**src/rtl/countdown_ctrl.sv**
```systemverilog
// MM:SS countdown sequencer: gates the seconds divider, consumes its divided clock
// as a tick and steps through IDLE/RUN/PAUSE/ALARM under push-button control.
module countdown_ctrl #(
  parameter int MAX_VAL     = 59,
  parameter int ALARM_TICKS = 5
) (
  input  logic       clkin,
  input  logic       rst,
  input  logic       tick_in,
  input  logic       btn_start,
  input  logic       btn_pause,
  input  logic       btn_clear,
  input  logic       load,
  input  logic [5:0] set_min,
  input  logic [5:0] set_sec,
  output logic       div_en,
  output logic       div_rst,
  output logic [7:0] min_bcd,
  output logic [7:0] sec_bcd,
  output logic [1:0] state,
  output logic       alarm,
  output logic       done
);

  typedef enum logic [1:0] {IDLE = 2'b00, RUN = 2'b01, PAUSE = 2'b10, ALARM = 2'b11} state_t;

  localparam int ACW = $clog2(ALARM_TICKS + 1);
  localparam logic [5:0] MAXV = 6'(MAX_VAL);

  state_t           cur;
  logic   [5:0]     min_cnt, sec_cnt;
  logic   [5:0]     dec_min, dec_sec;
  logic             tick_d, tick, dec_zero, count_zero;
  logic   [ACW-1:0] alarm_cnt, alarm_nxt;

  assign tick       = tick_in & ~tick_d;
  assign count_zero = (min_cnt == 6'd0) && (sec_cnt == 6'd0);
  assign alarm_nxt  = alarm_cnt + ACW'(1);

  // Borrow from minutes when seconds are exhausted; never wraps below 00:00.
  always_comb begin
    dec_min = min_cnt;
    dec_sec = sec_cnt;
    if (sec_cnt != 6'd0) begin
      dec_sec = sec_cnt - 6'd1;
    end else if (min_cnt != 6'd0) begin
      dec_sec = MAXV;
      dec_min = min_cnt - 6'd1;
    end
  end
  assign dec_zero = (dec_min == 6'd0) && (dec_sec == 6'd0);

  always_ff @(posedge clkin) begin
    if (rst) begin
      cur       <= IDLE;
      min_cnt   <= 6'd0;
      sec_cnt   <= 6'd0;
      tick_d    <= 1'b0;
      alarm_cnt <= '0;
      done      <= 1'b0;
    end else begin
      tick_d <= tick_in;
      done   <= 1'b0;
      unique case (cur)
        IDLE: begin
          if (btn_clear) begin
            min_cnt <= 6'd0;
            sec_cnt <= 6'd0;
          end else if (load) begin
            min_cnt <= (set_min > MAXV) ? MAXV : set_min;
            sec_cnt <= (set_sec > MAXV) ? MAXV : set_sec;
          end else if (btn_start && !count_zero) begin
            cur <= RUN;
          end
        end
        RUN: begin
          if (btn_clear) begin
            cur     <= IDLE;
            min_cnt <= 6'd0;
            sec_cnt <= 6'd0;
          end else begin
            // A tick coincident with pause still counts, and reaching zero beats pause.
            if (tick) begin
              min_cnt <= dec_min;
              sec_cnt <= dec_sec;
            end
            if (tick && dec_zero) begin
              cur       <= ALARM;
              done      <= 1'b1;
              alarm_cnt <= '0;
            end else if (btn_pause) begin
              cur <= PAUSE;
            end
          end
        end
        PAUSE: begin
          if (btn_clear) begin
            cur     <= IDLE;
            min_cnt <= 6'd0;
            sec_cnt <= 6'd0;
          end else if (!btn_pause && btn_start) begin
            cur <= RUN;
          end
        end
        ALARM: begin
          if (btn_clear || btn_pause || btn_start) begin
            cur       <= IDLE;
            alarm_cnt <= '0;
          end else if (tick) begin
            if (alarm_nxt == ACW'(ALARM_TICKS)) begin
              cur       <= IDLE;
              alarm_cnt <= '0;
            end else begin
              alarm_cnt <= alarm_nxt;
            end
          end
        end
        default: cur <= IDLE;
      endcase
    end
  end

  function automatic logic [7:0] to_bcd(input logic [5:0] v);
    logic [3:0] tens;
    logic [5:0] units;
    tens  = 4'd0;
    units = v;
    for (int i = 0; i < 5; i++) begin
      if (units >= 6'd10) begin
        units = units - 6'd10;
        tens  = tens + 4'd1;
      end
    end
    return {tens, units[3:0]};
  endfunction

  assign min_bcd = to_bcd(min_cnt);
  assign sec_bcd = to_bcd(sec_cnt);
  assign state   = cur;
  assign alarm   = (cur == ALARM);
  assign div_en  = (cur == RUN) || (cur == ALARM);
  assign div_rst = (cur == IDLE);

endmodule

```
**config.mk**
```make
export PLATFORM = sky130hd
export DESIGN_NAME = countdown_ctrl
export DESIGN_NICKNAME = d
export VERILOG_FILES = /design/src/rtl/countdown_ctrl.sv
export SDC_FILE = /design/constraint.sdc
export NUM_CORES = 1
export LEC_CHECK = 0
export CELL_PAD_IN_SITES_DETAIL_PLACEMENT = 2
export CELL_PAD_IN_SITES_GLOBAL_PLACEMENT = 2
export CORE_UTILIZATION = 30
export CTS_CLUSTER_DIAMETER = 100
export DETAILED_ROUTE_END_ITERATION = 16
export PLACE_DENSITY = 0.79
export SYNTH_ARGS = -nofsm -noshare
export SYNTH_HDL_FRONTEND = slang
export SYNTH_SLANG_ARGS = --single-unit
export TNS_END_PERCENT = 1
```
**constraint.sdc**
```tcl
create_clock -name clkin -period 8.6 [get_ports clkin]
set_clock_uncertainty 0.2 [all_clocks]
set_input_delay 2.58 -clock clkin [delete_from_list [all_inputs] [get_ports clkin]]
set_output_delay 2.58 -clock clkin [all_outputs]
set_load 0.005 [all_outputs]
```
==> results.md <==
- Outcome: complete, no violations
- Number of antenna violations at the first check in global routing: 0
- Die ar.: 0.0120 mm^2
- Cell count after synthesis: 478
- Initial DRC Count: 155
- Total negative slack: 0 ns
- Buffers from clock root to sink, at most: 2
- Sort of element at the start of the critical path: flip-flop
- Warning count from the yosys run: 0
- Final routed DRC violation total: 0
- Max capacitance violation total: 0
- Top-level port count: 41
- Core outline area: 0.0111 mm^2
- Number of endpoints failing setup at the final stage: 0
- PD cells: 282 mW/mm^2
- Worst-path clk slew: 0.05 ns
- Top library cells by usage in the layout, fill and taps aside: 43 x nor2_1, 40 x clkdlybuf4s50_1, 38 x nand2_1
- Area growth, synth to finish: 20.2%
- Detailed-route vias per instance: 5.79
- Multi-input combinational cell area: 0.00294 mm^2
- R2R Path Start: sec_cnt[3]
- R2R Path End: alarm_cnt[2]
- Overall track demand over capacity in global routing: 0.204
- Syn_nets: 526
- Maximum ir drop on the vdd rail: 0.249 mV
- Relative slew slack: 0.467
- First-pass GRT wire length: 19.8 mm
- Setup slack of the worst register-to-register path: 4.47 ns
- Vias: 3763
- TritonCTS clock tree: built
- Gp weighted congestion: 0.794
- Peak fanout along the critical path: 10
- Die X: 110 um
- Final critical delay including setup and external delays: 8.25 ns
- Termination of the worst setup path: min_bcd[6]
- Number of antenna repair diodes: 0
- Port buffer count: 40
- Worst min-delay path class: reg -> reg
- Max Slew Vio Count: 0
- Congestion Overflow GR: 0
- Largest stage delay on the critical path: 0.51 ns
- CP bufs+invs: 4
- Number of unique standard cell types used by synthesis: 86
- Cell type group with the largest total delay on the critical path: compound AO/OA/AOI/OAI gates
- Reg area: 385 um^2
- Number of synthesized flops with an enable pin: 0
- Seq cells post-synth: 19
- Post-route worst hold slack: 0.283 ns
- Post-synth design cell area: 0.00348 mm^2
- Count of clock tree sinks: 19
- Total detailed-routing wirelength: 12.0 mm
- Startpoint of the most critical setup path: min_cnt[2]
- Top FF cell, synth: dfxtp_1
- Clock latency on the worst-skew pair: 0.26 ns
- Largest net degree at the start of global routing: 24
- Routed Antenna Nets: 0
- Initial core utilization: 0.314
- Avg WL per Cell: 18.5 um
- Total Power: 1.18 mW
- Number of rows created at floorplan: 38
- Chip height: 110 um
- Capturing element type of the critical path: output pin
- H-tree Lvls: 1
- Fraction of layout instances using a drive strength above 1: 0.125
- Crit path top cell by count: ha_1
- Most common cell after layout, fill and taps aside: nor2_1
- Post-route fraction of the period consumed by the critical path: 0.959
- Kind of critical path: reg -> out
- Worst reg-to-reg path cell count: 11
- Syn_area_per_cell: 7.28 um^2
- Fmax achieved: 0.121 GHz
- Final hold violation count: 0
- Share of the yosys chip area belonging to registers: 0.109
- First-pass detailed-route iteration total: 4
- Fraction of registers with async set/reset: 0
- Final Net Count: 559
- CP arrival: 5.47 ns
- Number of logic stages on the critical path including buffering: 26
- Library cell used as clock root buffer: clkbuf_16
- Vias in the first global route: 4066
- Critical path required time: 5.82 ns
- Cell with the largest stage delay on the worst path: clkdlybuf4s50_1
- Total leakage power: 1.64 nW
- Detailed Place HPWL: 9.33 mm
- Transition time at the pin with the least slew margin: 0.797 ns
- Number of instances in the placed design: 643
- Cts bufs inserted: 3
- Filler Cell Count: 1333
- Filler-free cell count of the finished design: 650
-- state kept, by name (all words and copies together) (netlist names) --
signal and cells:
min_cnt 6, sec_cnt 6, done 1, tick_d 1
alarm_cnt 3, state 2
-- per-layer routing --
metal | up-vias | wire length (um) | part of all wire | GRT usage
met5 | - | 0 | 0 | 0
met4 | 0 | 87 | 0.0073 | 0.0286
met3 | 9 | 164 | 0.014 | 0.00948
met2 | 47 | 6030 | 0.50 | 0.385
met1 | 1863 | 5710 | 0.48 | 0.258
li1 | 1844 | - | - | -
-- worst register-to-register path: stages (launching register included) --
cell and delay (ns):
dfxtp_1 0.39, buf_4 0.22, nor3_1 0.42, nand3_1 0.28, nor3_1 0.31, mux2_2 0.39, or4_1 0.49, nor4b_2 0.35
nand2_1 0.18, a21o_1 0.25, or4_1 0.41, a21oi_1 0.16
-- area by class of cell --
| class | instances | area share |
|---|---|---|
| multi-input combinational | 405 | 0.703 |
| sequential | 19 | 0.0921 |
| tap | 140 | 0.0419 |
| clock buffer | 4 | 0.0188 |
| timing repair buffer | 49 | 0.115 |
| inverter | 33 | 0.0296 |
-- cell families (layout without fill, tap and decap cells) --
group           after synthesis  count (layout)  share of synthesized area
compound gates              164             164                      0.347
flops                        19              19                      0.109
fa+ha+maj                    29              29                      0.104
simple gates                175             175                      0.267
xor+xnor                     18              18                     0.0453
buf+inv                      54              86                     0.0679
mux                          19              19                     0.0589
-- what timing repair did --
| action | in CTS | in global routing |
|---|---|---|
| hold buffers | 0 | 0 |
| pin swaps | 0 | 3 |
| buffers inserted | 0 | 3 |
| setup endpoints to repair | 2 | 8 |
| resized for setup | 1 | 17 |
| gates cloned | 0 | 0 |
-- synth_stat cells, drive strengths merged (11+ instances only) --
master	number	area [um^2]
a211oi	14	110
inv	33	124
dfxtp	19	380
nor2	47	184
nand3	15	80.1
o21ai	30	154
ha	29	363
nand2	41	156
buf	15	90.1
a21oi	26	138
o211ai	11	82.6
nor3	17	101
-- power by group --
group	internal (mW)	leakage, nW	switching, mW	total [mW]
Sequential	0.0954	0.157	0.0195	0.115
Clock	0.0632	0.0382	0.0353	0.0985
Combinational	0.462	1.44	0.507	0.968
-- metrics by stage --
stage | utilization | area [um^2] | worst slack, ns
final | 0.378 | 4190 | 0.349
after global routing | 0.378 | 4190 | -0.0439
after CTS | 0.368 | 4080 | 0.0226
after detailed placement | 0.360 | 3990 | 0.266
after global placement | 0.360 | 3990 | 0.609
after floorplan | - | 3480 | 1.43
-- worst min-delay path by stage --
stage,depth (start not counted),from,end
after floorplan,2,alarm_cnt[1],alarm_cnt[1]
after global placement,2,alarm_cnt[1],alarm_cnt[1]
after detailed placement,2,alarm_cnt[0],alarm_cnt[0]
after CTS,2,alarm_cnt[0],alarm_cnt[0]
after global routing,2,alarm_cnt[1],alarm_cnt[1]
final,2,alarm_cnt[0],alarm_cnt[0]
No activity file was read; power rests on OpenSTA's default activity.
